### src/rtl/cfg_chain_loader.sv
// rtl/cfg_chain_loader.sv - configuration scan-chain bitstream loader
// Serialises stream words LSB-first into the config flop chain, then pulses cfg_en.
module cfg_chain_loader #(
  parameter int CHAIN_LEN   = 256,
  parameter int WORD_W      = 8,
  parameter int CFGE_CYCLES = 2
) (
  input  logic              CK,
  input  logic              RST,
  input  logic              start,
  input  logic              abort,
  input  logic [WORD_W-1:0] din,
  input  logic              din_valid,
  output logic              din_ready,
  output logic              sc_in,
  output logic              sc_en,
  output logic              sc_clk_en,
  output logic              cfg_en,
  output logic              cfg_done,
  output logic              busy
);

  localparam int TOT_W = $clog2(CHAIN_LEN + 1);
  localparam int WB_W  = $clog2(WORD_W + 1);
  localparam int CC_W  = $clog2(CFGE_CYCLES + 1);

  localparam logic [TOT_W-1:0] LP_TOT_LAST = TOT_W'(CHAIN_LEN - 1);
  localparam logic [WB_W-1:0]  LP_WB_LAST  = WB_W'(WORD_W - 1);
  localparam logic [CC_W-1:0]  LP_CC_LAST  = CC_W'(CFGE_CYCLES - 1);

  typedef enum logic [2:0] {
    S_IDLE   = 3'd0,
    S_LOAD   = 3'd1,
    S_SHIFT  = 3'd2,
    S_COMMIT = 3'd3,
    S_DONE   = 3'd4
  } state_t;

  state_t            r_state;
  state_t            w_next;
  logic [WORD_W-1:0] r_shreg;
  logic [TOT_W-1:0]  r_tot;
  logic [WB_W-1:0]   r_wbit;
  logic [CC_W-1:0]   r_ccnt;
  logic              w_clear;

  always_comb begin
    w_next = r_state;
    case (r_state)
      S_IDLE: begin
        if (start) w_next = S_LOAD;
      end
      S_LOAD: begin
        if (abort)          w_next = S_IDLE;
        else if (din_valid) w_next = S_SHIFT;
      end
      S_SHIFT: begin
        // Chain-length limit wins over word boundary: leftover word bits are dropped.
        if (abort)                     w_next = S_IDLE;
        else if (r_tot == LP_TOT_LAST) w_next = S_COMMIT;
        else if (r_wbit == LP_WB_LAST) w_next = S_LOAD;
      end
      S_COMMIT: begin
        if (abort)                      w_next = S_IDLE;
        else if (r_ccnt == LP_CC_LAST)  w_next = S_DONE;
      end
      S_DONE: begin
        if (start) w_next = S_LOAD;
      end
      default: w_next = S_IDLE;
    endcase
  end

  assign w_clear = (w_next == S_IDLE) ||
                   ((w_next == S_LOAD) && ((r_state == S_IDLE) || (r_state == S_DONE)));

  always_ff @(posedge CK or posedge RST) begin
    if (RST) begin
      r_state <= S_IDLE;
      r_shreg <= '0;
      r_tot   <= '0;
      r_wbit  <= '0;
      r_ccnt  <= '0;
    end else begin
      r_state <= w_next;
      if (w_clear) begin
        r_shreg <= '0;
        r_tot   <= '0;
        r_wbit  <= '0;
        r_ccnt  <= '0;
      end else if ((r_state == S_LOAD) && din_valid) begin
        r_shreg <= din;
        r_wbit  <= '0;
      end else if (r_state == S_SHIFT) begin
        r_shreg <= r_shreg >> 1;
        r_tot   <= r_tot + TOT_W'(1);
        r_wbit  <= r_wbit + WB_W'(1);
      end else if (r_state == S_COMMIT) begin
        r_ccnt  <= r_ccnt + CC_W'(1);
      end
    end
  end

  // Outputs are pure state decode so no input reaches an output combinationally.
  always_comb begin
    din_ready = (r_state == S_LOAD);
    sc_en     = (r_state == S_SHIFT);
    sc_clk_en = (r_state == S_SHIFT);
    sc_in     = (r_state == S_SHIFT) && r_shreg[0];
    cfg_en    = (r_state == S_COMMIT);
    cfg_done  = (r_state == S_DONE);
    busy      = (r_state == S_LOAD) || (r_state == S_SHIFT) || (r_state == S_COMMIT);
  end

endmodule

### config.mk
export PLATFORM = sky130hd
export DESIGN_NAME = cfg_chain_loader
export DESIGN_NICKNAME = d
export VERILOG_FILES = /design/src/rtl/cfg_chain_loader.sv
export SDC_FILE = /design/constraint.sdc
export NUM_CORES = 1
export LEC_CHECK = 0
export ABC_AREA = 1
export BUFFER_PORTS_ARGS = -buffer_cell sky130_fd_sc_hd__buf_2
export CORE_UTILIZATION = 54
export DETAILED_ROUTE_END_ITERATION = 12
export PLACE_DENSITY = 0.75
export SKIP_CTS_REPAIR_TIMING = 1
export SLEW_MARGIN = 20
export SYNTH_ARGS = -nofsm -noshare
export SYNTH_HDL_FRONTEND = slang
export SYNTH_SLANG_ARGS = --single-unit
### constraint.sdc
create_clock -name CK -period 2 [get_ports CK]
set_clock_uncertainty 0.1 [all_clocks]
set_input_delay 0.3 -clock CK [delete_from_list [all_inputs] [get_ports CK]]
set_output_delay 0.3 -clock CK [all_outputs]
set_load 0.005 [all_outputs]
==> summary.md <==
| Metric | Value |
|---|---|
| Post-Synth Adder-Cell Area | 3.15% |
| # fillers | 213 |
| ANT nets after route | 0 |
| FFs w/ async S/R, synth | 100% |
| Int Power | 805 uW |
| Least-Margin Pin Slew | 0.549 ns |
| Simple-Gate Fraction of Synth Area | 32.8% |
| First-pass GRT wire length | 5.74 mm |
| CP delay by family, top | simple AND/OR/NAND/NOR gates |
| Port buffer count | 19 |
| XOR/XNOR Fraction of Synth Area | between 3 and 4% |
| CP Cell Sequence | ha_2, nand2_2, nor4_4, ha_2, inv_2, nand2_1, nor2_1, nor2_1, nand2_2, nand3_4, buf_12, nand2_4, nor3_2 |
| DRC viols | 0 |
| Overall Global Routing Usage | 23.1% |
| Hold Crit Class | in2reg |
| CP endpoint | r_wbit[2] |
| Initial Util | 57.2% |
| Rel. slew slack | 63.2% |
| Total power | 1240 uW |
| Share of post-route cells with drive strength above 1 | 32.8% |
| H-tree Lvls | 1 |
| Synth cell types | 30 |
| Share of total power in sequential cells | 44.9% |
| Max clock buf depth | 2 |
| Fin worst setup slack | -0.0494 ns |
| Final Setup Violations | 17 |
| Final slew viol count | 0 |
| Tcrit/Tclk final | 102% |
| # diodes | 0 |
| Die H | 56.3 um |
| Critical path origin | r_tot[0] |
| Crit Path Max Fanout | 7 |
| Crit path kind | reg2reg |
| Max rail drop VDD | 500 uV |
| Layout Nets | 248 |
| Via Count | 1,463 |
| Pre-CTS setup slack | -0.0905 ns |
| CTS tree | built |
| Synth Warn # | 0 |
| Final Non-Filler Cells | 260 |
| CP bufs+invs | 2 |
| Critical path required time | 2.14 ns |
| Boundary Pins | 20 |
| Reg2Reg Setup Slack | -0.05 ns |
| Placed Cells | 248 |
| Total die area | 3170 um2 |
| Syn_nets | 215 |
| CP Capture Type | flip-flop |
| Outcome | finished, violations left |
| Psw | 433 uW |
| Clk slew on worst S/H paths | 0.13 ns |
| Power Dens Cells | between 600 and 700 nW/um2 |
| Worst r2r src | r_tot[0] |
| Crit path DAT | 2.19 ns |
| Number of synthesized flops with an enable pin | 0 |
| Post-Syn Instances | 198 |
| FF-to-FF End | r_wbit[2] |
| Mux cell area share after synthesis | 0% |
| Combinational Power Share | 38.1% |
| Final WL | 3.73 mm |
| Fmax achieved | approximately 490 MHz |
| Cell area after synthesis | about 1600 um2 |
| HPWL Detailed | 2.44 mm |
| Synthesized flop and latch total | 26 |
| CP Depth | 13 |
| Vias/cell | 5.63 |
| RSZ-0062 raised after global routing | true |
| Tmin final | 2.05 ns |
| Worst path max stage delay | ~0.38 ns |
| Clock power share | between 10% and 20% |
| Starting DRT DRC Count | 94 |
| TritonCTS Buffers | 3 |
| Final Hold Fails | 0 |
| CP max stage cell | dfrtp_1 |
| Compound-Gate Fraction of Synth Area | 8.10% |
| Maxcap violations | 0 |
| Area delta synth->final | 23.4% |
| Routability congestion estimate | between 0.8 and 0.9 |
| Skew-Pair Late Insertion Delay | 0.30 ns |
| Initial antenna violation count | 0 |
| GRT overflow | 0 |
| Clock Sinks | 26 |
| Vias in the first global route | ~1,400 |
| CTS root buffer | clkbuf_4 |
| Largest family of logic cells by synthesized area | simple AND/OR/NAND/NOR gates |
| Rows | 19 |
| Reg2reg path depth | 13 |
| Ys flop type | dfrtp_1 |
| First drt pass iteration count | 4 |
| Type of origin of the critical path | flip-flop |
| Min-delay src | din[7] |
| Leak | around 0.0010 uW |
| Chip width | 56.3 um |
| Switch share | 35.0% |
| Drt wl/cell | ~14 um |
| Leading cell type in the layout, fill and taps excluded | nand2_1 |
| Sequential fraction of the synthesis area | 40.9% |
| Failing checks | negative setup slack |
| Most frequent cells in the layout | nand2_1 (45), dfrtp_1 (25), inv_1 (20) |
| Avg Inst Size Synth | 8.03 um2 |
| Pin count of the biggest net entering global routing | 27 |
| Core area | ~2800 um2 |
==> worst register-to-register path, cell delays in order (launching register included) <==
cell and delay, ns:
dfrtp_1 0.38, ha_2 0.20, nand2_2 0.08, nor4_4 0.14
ha_2 0.21, inv_2 0.04, nand2_1 0.05, nor2_1 0.04
nor2_1 0.13, nand2_2 0.10, nand3_4 0.17, buf_12 0.15
nand2_4 0.04, nor3_2 0.14
==> layout make-up <==
type,instances,area [um2],area share [%]
tap,31,38.8,1.98
sequential,26,652,33.2
timing repair buffer,37,297,15.1
clock buffer,3,22.5,1.15
inverter,26,97.6,4.97
multi-input combinational,137,855,43.6
==> sequential cells by signal, indices dropped and copies added, names as in the netlist <==
register and cells:
r_ccnt 2, r_shreg 8, r_state 3, r_tot 9
r_wbit 4
==> layer usage <==
metal	GRT usage, %	wire length [um]
met1	29.7	1600
met2	40.1	1940
met3	2.07	166
met4	9.41	17
met5	0	0
==> how the worst min path moves through the flow <==
stage,end,slack [ns],cells past startpoint
2_1_floorplan,r_ccnt[0],0.24,1
5_1_grt,r_shreg[7],0.13,3
6_report,r_shreg[7],0.14,3
3_5_place_dp,r_tot[7],0.28,3
3_3_place_gp,r_state[0],0.27,3
4_1_cts,r_tot[6],-0.07,3
==> synth_stat cells, types with 3 or more instances <==
cell / n / area (um2)
buf_4: 3 / 22.5
buf_6: 4 / 45.0
dfrtp_1: 26 / 651
ha_1: 4 / 50.1
inv_1: 23 / 86.3
inv_2: 3 / 11.3
nand2_1: 50 / 188
nand2_2: 3 / 18.8
nand3_1: 12 / 60.1
nand3b_1: 6 / 45.0
nand4_1: 11 / 68.8
nor2_1: 12 / 45.0
nor3_1: 4 / 20.0
o211ai_1: 4 / 30.0
o211ai_2: 3 / 37.5
o21ai_0: 6 / 30.0
o21ai_1: 4 / 20.0
xor2_1: 6 / 52.6
==> power by group through the flow <==
stage | Combinational [uW] | Clock, uW | Sequential [uW]
global route | 513 | 241 | 557
CTS | 370 | 219 | 554
finish | 472 | 210 | 556
global placement | 355 | 0 | 564
floorplan | 263 | 0 | 562
detailed placement | 369 | 0 | 564
==> stage by stage <==
step / hold slack (ns) / area [um2] / setup TNS (ns) / utilization, %
3_5_place_dp: 0.278 / 1740 / -1.08 / 62.7
3_3_place_gp: 0.267 / 1740 / 0 / 62.7
5_1_grt: 0.135 / 1960 / -2.24 / 70.5
4_1_cts: -0.0730 / 1770 / -1.87 / 63.5
6_report: 0.138 / 1960 / -0.448 / 70.5
2_1_floorplan: 0.240 / 1590 / 0 / -
==> cell families (layout without fill, tap and decap cells) <==
logic type / after synthesis / after routing
adders and majority gates: 4 / 4
xor gates and xnor gates: 7 / 7
DFF: 26 / 26
AOI/OAI and AO/OA: 19 / 19
buffers and inverters: 36 / 66
and+or+nand+nor: 106 / 107
No activity file was read; power rests on OpenSTA's default activity.
